[config.mk]
export PLATFORM = sky130hd
export DESIGN_NAME = pwm_duty_sequencer
export DESIGN_NICKNAME = d
export VERILOG_FILES = /design/src/rtl/pwm_duty_sequencer.sv
export SDC_FILE = /design/constraint.sdc
export NUM_CORES = 1
export LEC_CHECK = 0
export ABC_AREA = 1
export CAP_MARGIN = 20
export CORE_MARGIN = 3
export CORE_UTILIZATION = 45
export DETAILED_ROUTE_END_ITERATION = 16
export PLACE_DENSITY = 0.65
export SLEW_MARGIN = 20
export SYNTH_ARGS = -nofsm -noshare
export SYNTH_HDL_FRONTEND = slang
export SYNTH_SLANG_ARGS = --single-unit
[constraint.sdc]
create_clock -name i_clk -period 3.8 [get_ports i_clk]
set_input_delay 0.95 -clock i_clk [delete_from_list [all_inputs] [get_ports i_clk]]
set_output_delay 0.95 -clock i_clk [all_outputs]
set_load 0.05 [all_outputs]
[src/rtl/pwm_duty_sequencer.sv]
// Three-phase center-aligned PWM duty sequencer: clamps and slews duty
// commands at period boundaries, and owns PWM arming, disable and fault reset.
//
// Ports:
//   i_clk, i_reset_n          clock, async active-low reset
//   i_enable                  level, request drive running
//   i_fault                   level, gate-driver fault
//   i_fault_clear             pulse, leave FAULT (needs fault=0, enable=0)
//   i_period_tick             pulse, PWM channel A valley
//   i_cmd_valid, o_cmd_ready  duty command handshake
//   i_cmd_duty_[abc]          commanded duty per phase
//   o_duty_[abc]              duty to each PWM channel
//   o_pwm_reset_n             active-low reset to the PWM channels
//   o_state                   0 DISABLED, 1 ARMING, 2 RUN, 3 FAULT
//   o_fault_latched           1 while in FAULT
//   o_at_target               1 in RUN when all duties equal their targets
module pwm_duty_sequencer #(
    parameter int WIDTH       = 12,
    parameter int MAX_STEP    = 16,
    parameter int DUTY_MIN    = 31,
    parameter int DUTY_MAX    = 4065,
    parameter int ARM_PERIODS = 4
) (
    input  logic             i_clk,
    input  logic             i_reset_n,
    input  logic             i_enable,
    input  logic             i_fault,
    input  logic             i_fault_clear,
    input  logic             i_period_tick,
    input  logic             i_cmd_valid,
    output logic             o_cmd_ready,
    input  logic [WIDTH-1:0] i_cmd_duty_a,
    input  logic [WIDTH-1:0] i_cmd_duty_b,
    input  logic [WIDTH-1:0] i_cmd_duty_c,
    output logic [WIDTH-1:0] o_duty_a,
    output logic [WIDTH-1:0] o_duty_b,
    output logic [WIDTH-1:0] o_duty_c,
    output logic             o_pwm_reset_n,
    output logic [1:0]       o_state,
    output logic             o_fault_latched,
    output logic             o_at_target
);

    typedef enum logic [1:0] {
        DISABLED = 2'd0,
        ARMING   = 2'd1,
        RUN      = 2'd2,
        FAULT    = 2'd3
    } state_t;

    localparam int AW = $clog2(ARM_PERIODS + 1);

    localparam logic [WIDTH-1:0]  MID      = {1'b1, {(WIDTH-1){1'b0}}};
    localparam logic [WIDTH-1:0]  DMIN     = WIDTH'(DUTY_MIN);
    localparam logic [WIDTH-1:0]  DMAX     = WIDTH'(DUTY_MAX);
    localparam logic [WIDTH-1:0]  STEP_U   = WIDTH'(MAX_STEP);
    localparam logic signed [WIDTH:0] STEP_S = (WIDTH+1)'(MAX_STEP);
    localparam logic [AW-1:0]     ARM_LAST = AW'(ARM_PERIODS);

    state_t           state, state_n;
    logic [WIDTH-1:0] duty_a, duty_b, duty_c;
    logic [WIDTH-1:0] duty_a_n, duty_b_n, duty_c_n;
    logic [WIDTH-1:0] tgt_a, tgt_b, tgt_c;
    logic [WIDTH-1:0] tgt_a_n, tgt_b_n, tgt_c_n;
    logic [AW-1:0]    arm_cnt, arm_cnt_n;
    logic             pwm_rst_n, pwm_rst_n_n;
    logic             cmd_rdy, cmd_rdy_n;
    logic             flt, flt_n;
    logic             at_tgt, at_tgt_n;
    logic             accept;

    function automatic logic [WIDTH-1:0] clamp(input logic [WIDTH-1:0] v);
        if (v < DMIN)      return DMIN;
        else if (v > DMAX) return DMAX;
        else               return v;
    endfunction

    // Difference taken one bit wider and signed so it can never wrap.
    function automatic logic [WIDTH-1:0] step_toward(
        input logic [WIDTH-1:0] cur,
        input logic [WIDTH-1:0] tgt
    );
        logic signed [WIDTH:0] diff;
        diff = $signed({1'b0, tgt}) - $signed({1'b0, cur});
        if (diff > STEP_S)       return cur + STEP_U;
        else if (diff < -STEP_S) return cur - STEP_U;
        else                     return tgt;
    endfunction

    always_ff @(posedge i_clk or negedge i_reset_n) begin
        if (!i_reset_n) begin
            state     <= DISABLED;
            duty_a    <= MID;
            duty_b    <= MID;
            duty_c    <= MID;
            tgt_a     <= MID;
            tgt_b     <= MID;
            tgt_c     <= MID;
            arm_cnt   <= '0;
            pwm_rst_n <= 1'b0;
            cmd_rdy   <= 1'b0;
            flt       <= 1'b0;
            at_tgt    <= 1'b0;
        end else begin
            state     <= state_n;
            duty_a    <= duty_a_n;
            duty_b    <= duty_b_n;
            duty_c    <= duty_c_n;
            tgt_a     <= tgt_a_n;
            tgt_b     <= tgt_b_n;
            tgt_c     <= tgt_c_n;
            arm_cnt   <= arm_cnt_n;
            pwm_rst_n <= pwm_rst_n_n;
            cmd_rdy   <= cmd_rdy_n;
            flt       <= flt_n;
            at_tgt    <= at_tgt_n;
        end
    end

    always_comb begin
        state_n   = state;
        duty_a_n  = duty_a;
        duty_b_n  = duty_b;
        duty_c_n  = duty_c;
        tgt_a_n   = tgt_a;
        tgt_b_n   = tgt_b;
        tgt_c_n   = tgt_c;
        arm_cnt_n = arm_cnt;
        accept    = 1'b0;

        if (i_fault && state != FAULT) begin
            state_n   = FAULT;
            duty_a_n  = MID;
            duty_b_n  = MID;
            duty_c_n  = MID;
            tgt_a_n   = MID;
            tgt_b_n   = MID;
            tgt_c_n   = MID;
            arm_cnt_n = '0;
        end else begin
            unique case (state)
                DISABLED: begin
                    accept = i_cmd_valid & cmd_rdy;
                    if (i_enable) state_n = ARMING;
                end
                ARMING, RUN: begin
                    if (!i_enable) begin
                        state_n   = DISABLED;
                        duty_a_n  = MID;
                        duty_b_n  = MID;
                        duty_c_n  = MID;
                        tgt_a_n   = MID;
                        tgt_b_n   = MID;
                        tgt_c_n   = MID;
                        arm_cnt_n = '0;
                    end else begin
                        accept = i_cmd_valid & cmd_rdy;
                        if (i_period_tick && state == ARMING) begin
                            if (arm_cnt + AW'(1) == ARM_LAST) begin
                                state_n   = RUN;
                                arm_cnt_n = '0;
                            end else begin
                                arm_cnt_n = arm_cnt + AW'(1);
                            end
                        end
                        // Steps use the targets held before this cycle's command.
                        if (i_period_tick && state == RUN) begin
                            duty_a_n = step_toward(duty_a, tgt_a);
                            duty_b_n = step_toward(duty_b, tgt_b);
                            duty_c_n = step_toward(duty_c, tgt_c);
                        end
                    end
                end
                FAULT: begin
                    if (i_fault_clear && !i_fault && !i_enable)
                        state_n = DISABLED;
                end
                default: state_n = DISABLED;
            endcase
        end

        if (accept) begin
            tgt_a_n = clamp(i_cmd_duty_a);
            tgt_b_n = clamp(i_cmd_duty_b);
            tgt_c_n = clamp(i_cmd_duty_c);
        end
    end

    assign pwm_rst_n_n = (state_n == ARMING) || (state_n == RUN);
    assign cmd_rdy_n   = (state_n != FAULT);
    assign flt_n       = (state_n == FAULT);
    assign at_tgt_n    = (state_n == RUN) &&
                         (duty_a_n == tgt_a_n) &&
                         (duty_b_n == tgt_b_n) &&
                         (duty_c_n == tgt_c_n);

    assign o_cmd_ready     = cmd_rdy;
    assign o_duty_a        = duty_a;
    assign o_duty_b        = duty_b;
    assign o_duty_c        = duty_c;
    assign o_pwm_reset_n   = pwm_rst_n;
    assign o_state         = state;
    assign o_fault_latched = flt;
    assign o_at_target     = at_tgt;

endmodule

### Word level (Yosys, flattened, before mapping)

Index checks and enable logic that the tools add are counted.
W data, S select, Z words.

* reductions and logical operators: 15
* equality and inequality tests: 13
* multiplexer cells: 51
* $lt $le $gt $ge: 12
* $add $sub $neg: 10
* bitwise logic cells: 1

Operators by type and width (count)
* $mux W12: 36
* $gt A13 B6 Y1 const B: 3
* $lt A13 B5 Y1 const B: 3
* $sub A12 B12 Y13: 3
* $add A12 B5 Y12 const B: 3
* $eq A12 B12 Y1: 3
* $gt A12 B12 Y1 const B: 3
* $lt A12 B5 Y1 const B: 3
* $sub A12 B5 Y12 const B: 3
* $mux W3: 5
* $mux W2: 6
* $eq A2 B2 Y1 const B: 4
* $logic_and A1 B1 Y1: 8
* $pmux W2 S3: 1
* $eq A2 B1 Y1 const B: 2
* $ne A2 B2 Y1 const B: 2
* $add A3 B1 Y3 const B: 1
* $eq A3 B3 Y1 const B: 1
* $ne A3 B1 Y1 const B: 1
* $logic_not A1 Y1: 2
* $logic_not A2 Y1: 1
* $mux W1: 2
* $pmux W1 S2: 1
* $reduce_and A2 Y1: 1
* 4 further kinds: 4

* bits of input ports: 43
* flip-flop bits (word level): 81
* word-level logic and storage cells: 114

### Depth between registers and ports, before layout

* depth in word-level cells: 12
* gate-level depth with buffers: 29

### Least setup slack after synthesis

No wires, ideal clock.

* kind: register to register
* from: register duty_b[9], in the netlist o_duty_b[9]
* to: register at_tgt, in the netlist o_at_target
* setup slack: 0.572 ns
* cell stages (with the launch flop): 21
* library setup time: 0.071 ns
* arrival: 3.157 ns
* cells stage by stage: dfrtp_1 -> clkinv_1 -> ha_1 -> nand2_1 -> inv_1 -> a21oi_1 -> nand3_1 -> nand2_1 -> nand2_1 -> nor2_1 -> nand3_1 -> nand2_2 -> nand3_2 -> or2_0 -> nand3_1 -> o211ai_1 -> nand2_1 -> nand2_1 -> nor2_1 -> nand3_1 -> nor2_1

* longest elaborated chain between the ends: 11
* elaborated cells on any way between the ends: 14
* classes of those cells: add/sub: 3; order compare: 2; eq/ne: 1; mux: 6; reduce/logical: 2

RTL lines
* start, declared: line 61 `logic [WIDTH-1:0] duty_a, duty_b, duty_c;`
* start signal, assigned: line 107 `duty_b <= duty_b_n;`
* $sub A12 B12 Y13: line 84 `diff = $signed({1'b0, tgt}) - $signed({1'b0, cur});`
* $lt A13 B5 Y1: line 86 `else if (diff < -STEP_S) return cur - STEP_U;`
* $mux W12: line 86
* $mux W12: line 85 `if (diff > STEP_S) return cur + STEP_U;`
* $mux W12: line 167 `if (i_period_tick && state == RUN) begin`
* $mux W12: line 147 `if (!i_enable) begin`
* $mux W12 (*): line 141 `unique case (state)`
* $mux W12 (*): line 131 `if (i_fault && state != FAULT) begin`
* $eq A12 B12 Y1 (*): line 194 `(duty_b_n == tgt_b_n) &&`
* $logic_and A1 B1 Y1 (*): line 193 `(duty_a_n == tgt_a_n) &&`
* $logic_and A1 B1 Y1 (*): line 194
* named net at_tgt_n: line 69 `logic at_tgt, at_tgt_n;`
* end signal, assigned: line 116 `at_tgt <= at_tgt_n;`
* end, declared: line 69

Mark *: on every way through the listed nets, which the timed path passes. The rest lies on a longest branch.
A chain may end at the register's enable or synchronous reset.

### Final worst setup path

* from: register duty_b[7], in the netlist o_duty_b[7]
* to: register at_tgt, in the netlist o_at_target

* longest elaborated chain between the ends: 11
* elaborated cells on any way between the ends: 14
* classes of those cells: add/sub: 3; order compare: 2; eq/ne: 1; mux: 6; reduce/logical: 2

RTL lines
* $sub A12 B12 Y13 (*): line 84
* $lt A13 B5 Y1: line 86
* $mux W12: line 86
* $mux W12 (*): line 85
* $mux W12 (*): line 167
* $mux W12 (*): line 147
* $mux W12 (*): line 141
* $mux W12 (*): line 131
* named net duty_b_n[1]: line 62 `logic [WIDTH-1:0] duty_a_n, duty_b_n, duty_c_n;`
* $eq A12 B12 Y1 (*): line 194
* $logic_and A1 B1 Y1 (*): line 193
* $logic_and A1 B1 Y1 (*): line 194
* named net at_tgt_n: line 69

Marks and branches as above.

==> flow_metrics.tcl <==
set metrics [dict create \
    crit_family "simple AND/OR/NAND/NOR gates" \
    clock_latency_ns 0.35 \
    grt_max_degree 40 \
    layout_commonest_cell "nand2_1" \
    worst_hold_path_type "flop to flop" \
    dp_hpwl_um 21100 \
    htreeDepth 3 \
    yosysWarnings 0 \
    die-area_sq_um 21100 \
    drt-total-wl_um 26800 \
    hp-start "arm_cnt[2]" \
    clockBufferDepth 2 \
    syn_inst 1436 \
    synthArstFlopShare_pct 100 \
    hold_depth 2 \
    cp_common_cell "nand3_1" \
    synthFlopType "dfrtp_1" \
    clk_pin_slew_worst_paths_ns 0.07 \
    port_buffers 84 \
    cp_max_fo 10 \
    ys_ff_latch 81 \
    ioPinCount 85 \
    worstSetupPathDepth 20 \
    grt_pass1_wl_um 43700 \
    firstDrtPassIters 5 \
    routabilityCongestion 0.895 \
    rsz0062_at_grt "no" \
    syn_nets 1533 \
    start_kind "flop" \
    layout_min_cycle_time_ns 3.48 \
    grt_pass1_vias 8658 \
    fin_crit_sh_pct 91.7 \
    syn_area_sq_um 8740 \
    tns_ns 0 \
    hold_viol_final 0 \
    fmax_mhz 287 \
    tightest_slew_ns 0.561 \
    final_cell_mix "nand2_1, inv_1, nand3_1, nor2_1, clkdlybuf4s50_1" \
    core_sq_um 18900 \
    cts_made_buffers 9 \
    synth_top_area_share_pct 21.5 \
    cts-root-buf "clkbuf_16" \
    synth-edff-count 0 \
    ys_types 52 \
    drtAntennaViolNets 0 \
    layout.nets 1639 \
    maxCapViolCount 0 \
    yosysSeqAreaShare_pct 23.3 \
    slew_headroom_pct 62.6 \
    worstSetupPathType "flop to flop" \
    viasPerCell 5.20 \
    crit_arrival_ns 3.77 \
    timing.rr.start "o_duty_b[7]" \
    yosys.area.top_type "dfrtp_1" \
    drcViolationCount 0 \
    dieWidth_um 145 \
    cpMaxStageDelayCell "dfrtp_1" \
    vias 9389 \
    wl_per_cell_um 14.8 \
    rows 50 \
    avgSynthCellArea_sq_um 6.08 \
    cts_tree "yes" \
    reg2reg_slack_ns 0.32 \
    fin_skew_ns 0.00958 \
    synthTopCellsByArea "dfrtp_1, nand2_1, inv_1" \
    worstPathRequired_ns 4.08 \
    crit_chain "inv_1 > ha_2 > nand2_1 > nor2_1 > nand3_1 > nand4_1 > nand2_1 > nor2_1 > nand3_1 > nand2_4 > nand2_4 > nor2_2 > nand2_1 > nand3_1 > o21ai_1 > xor2_1 > nand3_1 > nor2_2 > nand3_1 > nor2_1" \
    area_growth_pct 19.3 \
    reg2reg_to "o_at_target" \
    finalSetupViolCount 0 \
    dr.first_iter.drc_count 758 \
    crit_path_end_kind "flop" \
    initial_utilization_pct 46.2 \
    clock-sinks 81 \
    n_antenna_cell 0 \
    critPathBufInv 1 \
    status "finished, final reports clean" \
    slowest_delay_ns 0.49 \
    hold_path_end "arm_cnt[2]" \
    grt.total_usage_pct 24.9 \
    maxSlewViolCount 0 \
    r2r_cells 20 \
    die_y_um 145 \
    grt.overflow.total 0 \
    antenna_found_initial 0 \
    layout-drive-gt1-share_pct 7.89 \
]
==> worst reg2reg max path, stage by stage, from the launching register on <==
cell and delay, ns:
dfrtp_1 0.49, inv_1 0.18, ha_2 0.42, nand2_1 0.10, nor2_1 0.15, nand3_1 0.17, nand4_1 0.14, nand2_1 0.06
nor2_1 0.12, nand3_1 0.17, nand2_4 0.17, nand2_4 0.11, nor2_2 0.15, nand2_1 0.06, nand3_1 0.06, o21ai_1 0.10
xor2_1 0.28, nand3_1 0.13, nor2_2 0.16, nand3_1 0.10, nor2_1 0.11
==> sequential cells by signal (all words and copies together) (netlist names), 2 cells and up <==
register	flops
tgt_c	12
tgt_b	12
o_duty_b	12
arm_cnt	3
tgt_a	12
o_duty_c	12
o_duty_a	12
o_state	2
==> layer usage <==
metal / wire (um) / global-route usage (%) / vias up
met3: 1820 / 5.51 / 47
met2: 11600 / 38.9 / 326
met4: 612 / 6.32 / 0
li1: - / - / 4750
met5: 0 / 0 / -
met1: 12800 / 35.2 / 4266
==> per-stage QoR <==
step                instances  utilization [%]  cell area (sq um)  hold slack [ns]  setup WS, ns
floorplan                1436                -               8740            0.509         0.572
global placement         1785             53.1              10000            0.552         0.191
detailed placement       1785             53.1              10000            0.561        0.0975
CTS                      1801             54.7              10300            0.576         0.242
global route             1807             55.1              10400            0.600        0.0287
finish                   1807             55.1              10400            0.569         0.316
==> kinds of logic (layout without fill, tap and decap cells) <==
group                    after synthesis  in the layout  share of synthesized area (%)
flip-flops                            81             81                           23.3
AO/OA/AOI/OAI                        125            125                           8.26
adder cells (fa/ha/maj)               54             54                           7.99
buffers and inverters                288            399                           12.7
XOR/XNOR                              43             43                           4.31
AND/OR/NAND/NOR                      845            845                           43.5
==> area by class of cell <==
class,count,area [sq um]
multi-input cells,1067,5620
clock buffers,11,243
fillers,1916,8470
well taps,260,325
clock inverters,5,63.8
flip-flops and latches,81,2040
repair buffers,121,1140
inverters,262,988
==> Yosys cell counts, types with 2 or more instances <==
library cell    n
nand3_4         2
a2bb2oi_1       2
nand4_1        27
inv_2          10
a21oi_1        36
buf_2           6
dfstp_2         6
xnor2_1         7
or2_1           2
inv_1         249
nor2_2          4
dfrtp_1        75
o21ai_0        37
or2_0           2
fa_1            3
nor2_4          3
o22ai_1         4
o21a_1          6
nor3_1         16
nand2_2        14
a21oi_2         3
nand2_1       460
nand2_4         8
nor2_1        118
nor4_1          6
nand3_2         7
o41a_1          2
xor2_1         36
o21ai_1         8
nand3_1       152
clkinv_1        2
nand3b_1       14
clkbuf_1       16
o211ai_1        5
and2_1          3
ha_1           51
a31oi_1        19
==> worst max-delay path by stage <==
| stage | slack [ns] | endpoint | startpoint |
|---|---|---|---|
| floorplan | 0.57 | o_at_target | o_duty_b[9] |
| global placement | 0.19 | o_at_target | i_enable |
| detailed placement | 0.1 | o_at_target | i_enable |
| CTS | 0.24 | o_at_target | o_duty_c[5] |
| global route | 0.03 | o_at_target | o_duty_b[0] |
| finish | 0.32 | o_at_target | o_duty_b[7] |
==> timing repair <==
item | 4_1_cts | 5_1_grt
endpoints found under the setup margin | 0 | 1
hold buffers | 0 | 0
setup buffers | 0 | 6
resized for setup | 0 | 7
Power is not shown: default switching activity piles up to over one toggle a cycle in this logic, so the estimate is an artifact.
